===== config.mk =====
export PLATFORM = sky130hd
export DESIGN_NAME = edge_reg_write_arbiter
export DESIGN_NICKNAME = d
export VERILOG_FILES = /design/src/rtl/dcnn_arb_pkg.sv /design/src/rtl/rr_pick.sv /design/src/rtl/edge_reg_write_arbiter.sv
export SDC_FILE = /design/constraint.sdc
export NUM_CORES = 1
export LEC_CHECK = 0
export CORE_ASPECT_RATIO = 1.5
export CORE_MARGIN = 10
export CORE_UTILIZATION = 43
export DETAILED_ROUTE_END_ITERATION = 12
export PLACE_DENSITY_LB_ADDON = 0.25
export SYNTH_ARGS = -nofsm -noshare
export SYNTH_HDL_FRONTEND = slang
export SYNTH_SLANG_ARGS = --single-unit

===== constraint.sdc =====
create_clock -name CLK -period 5.43 [get_ports CLK]
set_clock_uncertainty 0.2 [all_clocks]
set_input_delay 0.543 -clock CLK [delete_from_list [all_inputs] [get_ports CLK]]
set_output_delay 0.543 -clock CLK [all_outputs]
set_load 0.05 [all_outputs]

===== src/rtl/dcnn_arb_pkg.sv =====
// Shared arbitration types and constants for the dcnn register-bank arbiters.
package dcnn_arb_pkg;
   localparam int STATE_W        = 1;
   localparam int IDLE_CNT_WIDTH = 8;

   typedef enum logic [STATE_W-1:0] {
      IDLE  = 1'b0,
      BURST = 1'b1
   } arb_state_t;
endpackage


===== src/rtl/rr_pick.sv =====
// Combinational round-robin selector: first requester at or after ptr, wrapping.
module rr_pick #(
   parameter int N  = 3,
   parameter int PW = 2
) (
   input  logic [N-1:0]  req,
   input  logic [PW-1:0] ptr,
   output logic [N-1:0]  win,
   output logic          vld
);
   always_comb begin
      int idx;
      idx = 0;
      win = '0;
      vld = |req;
      // Walk downward so the nearest requester to ptr overwrites farther ones.
      for (int i = N - 1; i >= 0; i--) begin
         idx = (int'(ptr) + i) % N;
         if (req[idx]) begin
            win      = '0;
            win[idx] = 1'b1;
         end
      end
   end
endmodule


===== src/rtl/edge_reg_write_arbiter.sv =====
// Round-robin burst arbiter driving one registered data bus and one-hot enables
// into a bank of enable-gated edge registers.
module edge_reg_write_arbiter
   import dcnn_arb_pkg::*;
#(
   parameter int NUM_REQ      = 3,
   parameter int NUM_REGS     = 8,
   parameter int DATA_WIDTH   = 32,
   parameter int ADDR_WIDTH   = 3,
   parameter int IDLE_TIMEOUT = 15
) (
   input  logic                                 CLK,
   input  logic                                 RST,
   input  logic [NUM_REQ-1:0]                   req,
   input  logic [NUM_REQ-1:0]                   req_last,
   input  logic [NUM_REQ-1:0][ADDR_WIDTH-1:0]   req_addr,
   input  logic [NUM_REQ-1:0][DATA_WIDTH-1:0]   req_data,
   output logic [NUM_REQ-1:0]                   gnt,
   output logic [NUM_REQ-1:0]                   owner,
   output logic [NUM_REGS-1:0]                  reg_en,
   output logic [DATA_WIDTH-1:0]                reg_din,
   output logic                                 addr_err,
   output logic                                 busy
);
   localparam int PTR_W = (NUM_REQ > 1) ? $clog2(NUM_REQ) : 1;
   localparam logic [IDLE_CNT_WIDTH-1:0] TO_LIM = IDLE_CNT_WIDTH'(IDLE_TIMEOUT);

   arb_state_t                state;
   logic [PTR_W-1:0]          rr_ptr;
   logic [IDLE_CNT_WIDTH-1:0] idle_cnt;

   logic [NUM_REQ-1:0]        win;
   logic                      win_vld;
   logic [ADDR_WIDTH-1:0]     sel_addr;
   logic [DATA_WIDTH-1:0]     sel_data;
   logic                      sel_last;
   logic [PTR_W-1:0]          nxt_ptr;
   logic [NUM_REGS-1:0]       en_nxt;
   logic                      accept;
   logic                      addr_ok;
   logic                      timeout_hit;

   rr_pick #(.N(NUM_REQ), .PW(PTR_W)) u_pick (
      .req (req),
      .ptr (rr_ptr),
      .win (win),
      .vld (win_vld)
   );

   assign busy   = (state == BURST);
   assign gnt    = busy ? (req & owner) : '0;
   assign accept = |gnt;

   // Mux the owner's beat; owner is one-hot so at most one slice is picked.
   always_comb begin
      sel_addr = '0;
      sel_data = '0;
      sel_last = 1'b0;
      nxt_ptr  = '0;
      for (int k = 0; k < NUM_REQ; k++) begin
         if (owner[k]) begin
            sel_addr = req_addr[k];
            sel_data = req_data[k];
            sel_last = req_last[k];
            nxt_ptr  = PTR_W'((k + 1) % NUM_REQ);
         end
      end
   end

   always_comb begin
      addr_ok = int'(sel_addr) < NUM_REGS;
      en_nxt  = '0;
      for (int r = 0; r < NUM_REGS; r++)
         en_nxt[r] = (int'(sel_addr) == r);
      timeout_hit = (idle_cnt + 1'b1) == TO_LIM;
   end

   always_ff @(posedge CLK or negedge RST) begin
      if (!RST) begin
         state    <= IDLE;
         rr_ptr   <= '0;
         idle_cnt <= '0;
         owner    <= '0;
         reg_en   <= '0;
         reg_din  <= '0;
         addr_err <= 1'b0;
      end else begin
         reg_en   <= '0;
         addr_err <= 1'b0;
         case (state)
            IDLE: begin
               idle_cnt <= '0;
               if (win_vld) begin
                  owner <= win;
                  state <= BURST;
               end
            end
            BURST: begin
               if (accept) begin
                  reg_din  <= sel_data;
                  reg_en   <= en_nxt;
                  addr_err <= !addr_ok;
                  idle_cnt <= '0;
                  if (sel_last) begin
                     state  <= IDLE;
                     owner  <= '0;
                     rr_ptr <= nxt_ptr;
                  end
               end else if (timeout_hit) begin
                  // Silent owner: give up the bank as if the burst had ended.
                  state    <= IDLE;
                  owner    <= '0;
                  rr_ptr   <= nxt_ptr;
                  idle_cnt <= '0;
               end else begin
                  idle_cnt <= idle_cnt + 1'b1;
               end
            end
            default: state <= IDLE;
         endcase
      end
   end
endmodule


Word-level counts from Yosys, hierarchy flattened
Cells that the tools add are included.

storage, ports and cells
  register bits = 54
  bits of input ports = 113

cells by class
  add/subtract/negate cells = 3
  divide/modulo/power cells = 3
  order comparisons = 6
  equality and inequality tests = 12
  mux-type cells = 49
  bitwise logic cells = 2
  reduce and logical (&&, ||, !) cells = 10

operators with widths
  kind                                                  number
  >= comparator 32 x 1 -> 1 bit, second input constant  3
  < comparator 32 x 4 -> 1 bit, second input constant   3
  2-to-1 mux 32 bit                                     3
  modulo 32 x 3 -> 32 bit, second input constant        2
  2-to-1 mux 3 bit                                      11
  modulo 3 x 3 -> 32 bit, second input constant         1
  2-to-1 mux 8 bit                                      4
  2-to-1 mux 1 bit                                      17
  case mux 8 bit (2 select lines)                       1
  equality test 3 bit, second input constant            4
  2-to-1 mux 2 bit                                      5
  adder 8 x 1 -> 8 bit, second input constant           1
  equality test 8 x 4 -> 1 bit, second input constant   1
  binary-select mux 1 bit (select 2 bit)                3
  demux 1 bit (select 2 bit)                            3
  equality test 3 x 2 -> 1 bit, second input constant   2
  case mux 3 bit (2 select lines)                       1
  AND reduction 3 bit                                   2
  OR reduction 3 bit                                    2
  adder 2 x 1 -> 3 bit, second input constant           1
  adder 2 x 2 -> 3 bit, second input constant           1
  bitwise AND 3 bit                                     1
  equality test 3 x 1 -> 1 bit, second input constant   1
  logical AND 1 bit                                     3
  other kinds (9)                                       9

Depth between registers and ports, before layout
Gate-level depths: netlist of the first run.

  word-level depth = 11
  gate-level depth with buffers = 8
  mapped depth without buffers = 7

Hierarchy
From an unflattened synthesis of the first run, not the netlist that was laid out.

second synthesis, totals
  cells, all modules = 362
  area total of the unflattened synthesis = 3,213.1 um^2

modules (own cells, without submodules)
  module                  instances  cells an instance  area each (um^2)  seq. area each (um^2)
  edge_reg_write_arbiter  1          329                2,964.1           1,351.3
  rr_pick                 1          33                 249.0             0.0

Worst setup path after synthesis of the first run
OpenSTA, ideal clock, no wires.

  path kind = flip-flop to output port
  start = reg owner[1]
  end = out gnt[1]
  data arrival time = 1,899 ps
  data required time = 4,687 ps
  path slack = 2,788 ps
  stages on the path, launching flop included = 5
  buffers on the path = 3
  cells stage by stage = dfrtp_1 clkbuf_2 clkbuf_1 clkbuf_1 and3_1

between the ends
  longest elaborated chain between the ends = 2

RTL lines
  item                    RTL line                      source
  start, declared         edge_reg_write_arbiter.sv:19  output logic [NUM_REQ-1:0] owner,
  start signal, assigned  edge_reg_write_arbiter.sv:94  owner <= win;
  bitwise AND 3 bit       edge_reg_write_arbiter.sv:51  assign gnt = busy ? (req & owner) : '0;
  2-to-1 mux 3 bit        edge_reg_write_arbiter.sv:51
  end, declared           edge_reg_write_arbiter.sv:18  output logic [NUM_REQ-1:0] gnt,

No other way between the ends.

Final worst setup path of the first run
  start = in req[0]
  end = reg owner[0]

between the ends
  longest elaborated chain between the ends = 8
  elaborated cells on any way between the ends = 23
  those cells by class = eq/ne: 3; mux: 16; bitwise: 1; reduce/logical: 3

RTL lines
  item                                                  RTL line                      source
  start, declared                                       edge_reg_write_arbiter.sv:14  input logic [NUM_REQ-1:0] req,
  binary-select mux 1 bit (select 2 bit)                rr_pick.sv:19                 if (req[idx]) begin
  2-to-1 mux 1 bit (not written as such) (2 in series)  rr_pick.sv:19
  2-to-1 mux 3 bit (3 in series)                        rr_pick.sv:19
  2-to-1 mux 3 bit                                      edge_reg_write_arbiter.sv:93  if (win_vld) begin
  case mux 3 bit (2 select lines)                       edge_reg_write_arbiter.sv:90  case (state)

Several ways; a longest one is shown, not always the timed one. The select of a mux whose other input is x is not followed.
A chain may end at the register's enable or synchronous reset.

==> impl_metrics.json, run 1 <==
{
  "outcome": "complete, no violations",
  "fin_tns_setup_ns": 0,
  "critPathLaunchType": "input port",
  "dr.pass1.iters": 5,
  "cp.buffers_inverters": 1,
  "synth.most_common_cell": "o21ai_0",
  "yosysSeqAreaShare_pct": 43.43,
  "synth_seq_cells": 54,
  "gr-total-overflow": 0,
  "slowest_stage": "nand2b_2",
  "antenna_left": 0,
  "fillers": 585,
  "pwr-share-comb_pct": 63.7,
  "hpwl_um": 8510,
  "grt_pass1_wl_um": 16980,
  "synth_cell_types": 44,
  "final_cells": 569,
  "detail_route.wl_per_cell_um": 19.45,
  "num_vias": 3252,
  "worst_slew_pin_slew_ns": 1.060,
  "relSlewSlack_pct": 29.30,
  "hold_path_class": "in -> async",
  "drt-total-wl_um": 11070,
  "hold_viol_final": 0,
  "nNetsFinal": 610,
  "cts_tree": "yes",
  "avgViaCountPerCell": 5.715,
  "grt_max_degree": 67,
  "die_h_um": 124.2,
  "post_cts_resized": 0,
  "multi_input_area_um2": 1599,
  "slew_violations": 0,
  "crit_family": "compound AO/OA/AOI/OAI gates",
  "internal-power_uw": 1235,
  "cp-end-kind": "flip-flop",
  "netlist_area_um2": 3112,
  "synth-edff-count": 0,
  "fin_crit_sh_pct": 57.91,
  "die_area_um2": 11110,
  "ys.flop_type": "dfrtp_1",
  "seqPwrFrac_pct": 27.5,
  "drive_above_1_share_pct": 4.277,
  "cp_data_arrival_time_ns": 3.11,
  "path_class": "in -> reg",
  "die_x_um": 89.46,
  "core_area_um2": 6944,
  "post-cts-setup-buffers": 0,
  "drc": 0,
  "fmax_ghz": 0.3180,
  "reg2regPathDepth": 5,
  "maxCapViolations": 0,
  "rsz0062_at_grt": "no",
  "drtIter0Drc": 212,
  "crit_fanout": 66,
  "cp_common_cell": "a21oi_1",
  "avgSynthCellArea_um2": 8.765,
  "max-vdd-ir-drop_uv": 449.7,
  "seq_area_um2": 1351,
  "crit_required_ns": 5.39,
  "synth.top_cells.by_count": "o21ai_0 (70), dfrtp_1 (54), nand2_1 (49), a221o_1 (32), clkbuf_1 (25)",
  "cp.depth": 6,
  "synth_async_sr_flop_share_pct": 100.0,
  "p_sw_uw": 1249,
  "cp_cell_sequence": "clkdlybuf4s50_1 > a222oi_1 > nand2b_2 > o21bai_1 > a21oi_1 > a21oi_1",
  "grt_antenna_before_repair": 0,
  "cts_root_buf": "clkbuf_8",
  "min_period_ns": 3.145,
  "numPortBuffers": 159,
  "synthTopCellsByArea": "dfrtp_1 (43%), o21ai_0 (11%), a221o_1 (10%), nand2_1 (5.9%), clkbuf_1 (3.0%)",
  "clk_latency_ns": 0.30,
  "hold_buffers": 0,
  "switching_share_pct": 50.27,
  "numCtsBuffers": 5,
  "track_usage_pct": 19.59,
  "setup_viol": 0,
  "cts_sinks": 54,
  "synth_top_area_share_pct": 43.43,
  "syn_inst": 355,
  "clk_path_buf_depth": 2,
  "gp_congestion": 0.8923,
  "grt_pass1_vias": 3277,
  "synth_nets": 473,
  "dp_cells": 563,
  "area_delta_synth_final_pct": 53.52,
  "antenna_cells": 0,
  "power.clock.fraction_pct": 8.8,
  "yosysTopAreaCell": "dfrtp_1",
  "yosys_warnings": 0,
  "rows": 37,
  "power.density_nw_per_um2": 520.1,
  "max_stage_delay_ns": 0.92,
  "initial_core_util_pct": 44.81,
  "clkSlewWorstSetupHoldPaths_ns": 0.09,
  "ios": 161,
  "ctsHtreeMaxLevel": 2,
  "p_leak_uw": 0.001918
}
## registers in the layout, summed over array words and instances (netlist names)
register / cells
busy: 1
idle_cnt: 8
owner: 3
reg_din: 32
reg_en: 8
rr_ptr: 2
## worst paths after layout
check	to	start	slack (ns)
worst min-delay path	reg_din[10]	RST	0.14
worst max-delay path	owner[0]	req[0]	2.29
worst max register to register	owner[0]	owner[2]	2.42
max in group asynchronous	idle_cnt[2]	RST	4.42
min in group CLK	reg_din[6]	reg_din[6]	0.29
worst min register to register	reg_din[6]	reg_din[6]	0.29
## routing by layer
layer	share of wire [%]	GRT usage (%)
met1	36	20.11
met2	52	35.40
met3	9.7	6.993
met4	2.2	6.986
met5	0	0
## cells by family after synthesis
| kind of cell | Yosys count | share of synthesized area (%) |
|---|---|---|
| xor gates and xnor gates | 4 | 1.126 |
| buffers and inverters | 41 | 5.348 |
| AOI/OAI and AO/OA | 138 | 29.47 |
| DFF | 54 | 43.43 |
| muxes | 8 | 2.694 |
| adders and majority gates | 5 | 2.010 |
| and+or+nand+nor | 104 | 15.80 |
| other | 1 | 0.1205 |
## power by group through the flow
stage | Combinational (uW) | Clock (uW) | Sequential, uW
floorplan | 649 | 0 | 1090
global placement | 1560 | 0 | 685
detailed placement | 1590 | 0 | 694
CTS | 1590 | 226 | 686
global route | 1710 | 242 | 711
finish | 1580 | 218 | 684
## stage by stage
step | area [um^2] | total power [uW] | worst slack [ns] | util (%) | hold slack, ns
after floorplan | 3112 | 1744 | 2.788 | - | 0.04741
after global placement | 4695 | 2248 | 2.130 | 67.60 | 0.2606
after detailed placement | 4695 | 2284 | 1.982 | 67.60 | 0.2697
after CTS | 4777 | 2506 | 2.335 | 68.79 | 0.1680
after global routing | 4777 | 2666 | 2.008 | 68.79 | 0.1998
final | 4777 | 2484 | 2.285 | 68.79 | 0.1434
## cell type report
cell class | count | share of cell area [%]
clock buffer | 6 | 1.729
tap | 78 | 2.043
inverter | 8 | 0.6286
timing repair buffer | 163 | 33.84
sequential | 54 | 28.29
multi-input combinational | 260 | 33.47
## placed cells by master (no fill, tap or decap), types with 2 or more instances in the layout
master           netlist  routed
a21bo_2                2       2
nor4_1                 3       3
xnor2_1                2       2
nand2b_1               4       3
a31oi_1                3       3
a311oi_1               2       2
nor2_1                20      20
nand2_1               49      49
and3_1                 4       4
nand3_1                3       3
a22oi_1                3       3
or2_2                  2       2
o21ai_0               70      70
clkbuf_8               0       6
nand3b_1               6       6
nor2b_1                3       2
buf_4                  1       4
dfrtp_1               54      54
mux2i_1                5       5
o21bai_1               2       2
o21a_1                 2       2
inv_1                  8       8
o211ai_1               2       2
a21oi_1               14      14
mux2_2                 3       3
xor2_1                 2       2
or3_1                  4       4
a221o_1               32      32
ha_1                   5       5
clkdlybuf4s50_1        0     158
Note: power is estimated with default switching activity, not from simulation.
==> inputs of run 2 (changes only) <==
--- a/config.mk
+++ b/config.mk
@@ -7,7 +7,7 @@
 export LEC_CHECK = 0
 export CORE_ASPECT_RATIO = 1.5
 export CORE_MARGIN = 10
-export CORE_UTILIZATION = 43
+export CORE_UTILIZATION = 40
 export DETAILED_ROUTE_END_ITERATION = 12
 export PLACE_DENSITY_LB_ADDON = 0.25
 export SYNTH_ARGS = -nofsm -noshare
==> constraint.sdc (replaced) <==
create_clock -name CLK -period 3.1 [get_ports CLK]
set_clock_uncertainty 0.2 [all_clocks]
set_input_delay 0.31 -clock CLK [delete_from_list [all_inputs] [get_ports CLK]]
set_output_delay 0.31 -clock CLK [all_outputs]
set_load 0.05 [all_outputs]
==> run 2 against run 1 <==
Compared with the run above: count of clock-buffer cells in the layout fell by 1; global-route usage shrank 0.88 points; setup slack lost 1.7 ns; hold slack lost 0.11 ns; sequential share of layout area decreased by 0.76 points; largest cell class unchanged.
==> impl_metrics.json, run 2 (synthesis results as in run 1) <==
{
  "numCtsBuffers": 5,
  "setup_ws_ns": 0.5410,
  "cts_sinks": 54,
  "die_x_um": 92.02,
  "fin_crit_sh_pct": 82.55,
  "gr-total-overflow": 0,
  "wl_met2_um": 6065,
  "die_h_um": 128.0,
  "mostFrequentLayoutCells": "clkdlybuf4s50_1 (154), o21ai_0 (70), dfrtp_1 (54)",
  "setup_viol": 0,
  "grt_antenna_before_repair": 0,
  "relSlewSlack_pct": 26.18,
  "rows": 39,
  "avgViaCountPerCell": 5.516,
  "gp_congestion": 0.9558,
  "max-vdd-ir-drop_uv": 622.8,
  "area_delta_synth_final_pct": 57.78,
  "core_area_um2": 7612,
  "reg_top3": "reg_din x32, idle_cnt x8, reg_en x8",
  "drive_above_1_share_pct": 6.237,
  "fin_tns_setup_ns": 0,
  "cp_data_arrival_time_ns": 2.54,
  "cts_root_buf": "clkbuf_16",
  "final_common_cell": "clkdlybuf4s50_1",
  "antenna_cells": 0,
  "hpwl_um": 8745,
  "hold_buffers": 0,
  "initial_core_util_pct": 40.88,
  "cts_tree": "yes",
  "outcome": "complete, no violations",
  "wl_met1_um": 4528,
  "detail_route.wl_per_cell_um": 19.19,
  "fmax_ghz": 0.3908,
  "dp_slack_ns": 0.3735,
  "largest_reg_flops": 32,
  "grt_max_degree": 50,
  "num_vias": 3304,
  "track_usage_pct": 18.71,
  "maxCapViolations": 0,
  "dr.pass1.iters": 5,
  "fillers": 672,
  "worst_slew_pin_slew_ns": 1.107,
  "min_period_ns": 2.559,
  "final_util_pct": 64.50,
  "hold_viol_final": 0,
  "hold_path_class": "in -> async",
  "numPortBuffers": 159,
  "antenna_left": 0,
  "post-cts-setup-buffers": 0,
  "clk_path_buf_depth": 2,
  "cp-end-kind": "flip-flop",
  "drtIter0Drc": 176,
  "rsz0062_at_grt": "no",
  "ios": 161,
  "nNetsFinal": 614,
  "drc": 0,
  "p_leak_uw": 0.001984,
  "slew_violations": 0,
  "drt-total-wl_um": 11490,
  "path_class": "reg -> reg",
  "critPathLaunchType": "flip-flop",
  "crit_fanout": 9,
  "crit_required_ns": 3.08,
  "grt_pass1_vias": 3327,
  "power.density_nw_per_um2": 945.5,
  "highest_layer": "met4",
  "top_register": "reg_din",
  "ctsHtreeMaxLevel": 2,
  "grt_pass1_wl_um": 17880,
  "clk_latency_ns": 0.29,
  "post_cts_resized": 0,
  "clkSlewWorstSetupHoldPaths_ns": 0.07,
  "wl_met3_um": 722,
  "die_area_um2": 11780
}
[run 2: layer usage]
metal | global-route usage [%] | vias up
li1 | - | 1582
met1 | 19.92 | 1574
met2 | 34.71 | 136
met3 | 5.158 | 12
met4 | 5.556 | 0
met5 | 0 | -
[run 2: metrics by stage]
| step | hold slack (ns) | cell area [um^2] | cells | power (uW) |
|---|---|---|---|---|
| floorplan | -0.1856 | 3112 | 355 | 3054 |
| global placement | 0.2615 | 4745 | 591 | 3968 |
| detailed placement | 0.2695 | 4745 | 591 | 4030 |
| CTS | 0.06520 | 4910 | 599 | 4668 |
| global route | 0.1176 | 4910 | 599 | 4941 |
| finish | 0.03417 | 4910 | 599 | 4642 |
[run 2: worst paths after layout]
path,from,to,slack (ns),cells after the start
worst max-delay path,idle_cnt[0],rr_ptr[1],0.54,6
worst min-delay path,RST,reg_din[28],0.03,1
worst max register to register,idle_cnt[0],rr_ptr[1],0.54,6
worst min register to register,reg_din[26],reg_din[26],0.28,2
max in group asynchronous,RST,reg_en[2],1.96,2
min in group CLK,reg_din[26],reg_din[26],0.28,2
[run 2: power by group]
| group | switching (uW) | internal [uW] |
|---|---|---|
| sequential | 192 | 971 |
| combinational | 1810 | 1040 |
| clock | 248 | 378 |
| total | 2250 | 2390 |
[run 2: cell type report]
type                    instances  area (um^2)  share of cell area (%)
multi-input cells             260         1599                   32.57
inverters                       8        30.03                  0.6116
clock inverters                 3        40.04                  0.8155
well taps                     102        127.6                   2.599
clock buffers                   5        125.1                   2.548
flip-flops and latches         54         1351                   27.52
repair buffers                167         1637                   33.33
[run 2: worst max-delay path, stage by stage (launching register included)]
cell and delay (ns):
dfrtp_1 0.49, ha_1 0.26, and3_1 0.27, a41o_1 0.20, o211ai_1 0.21, or3_1 0.45
a311o_1 0.36
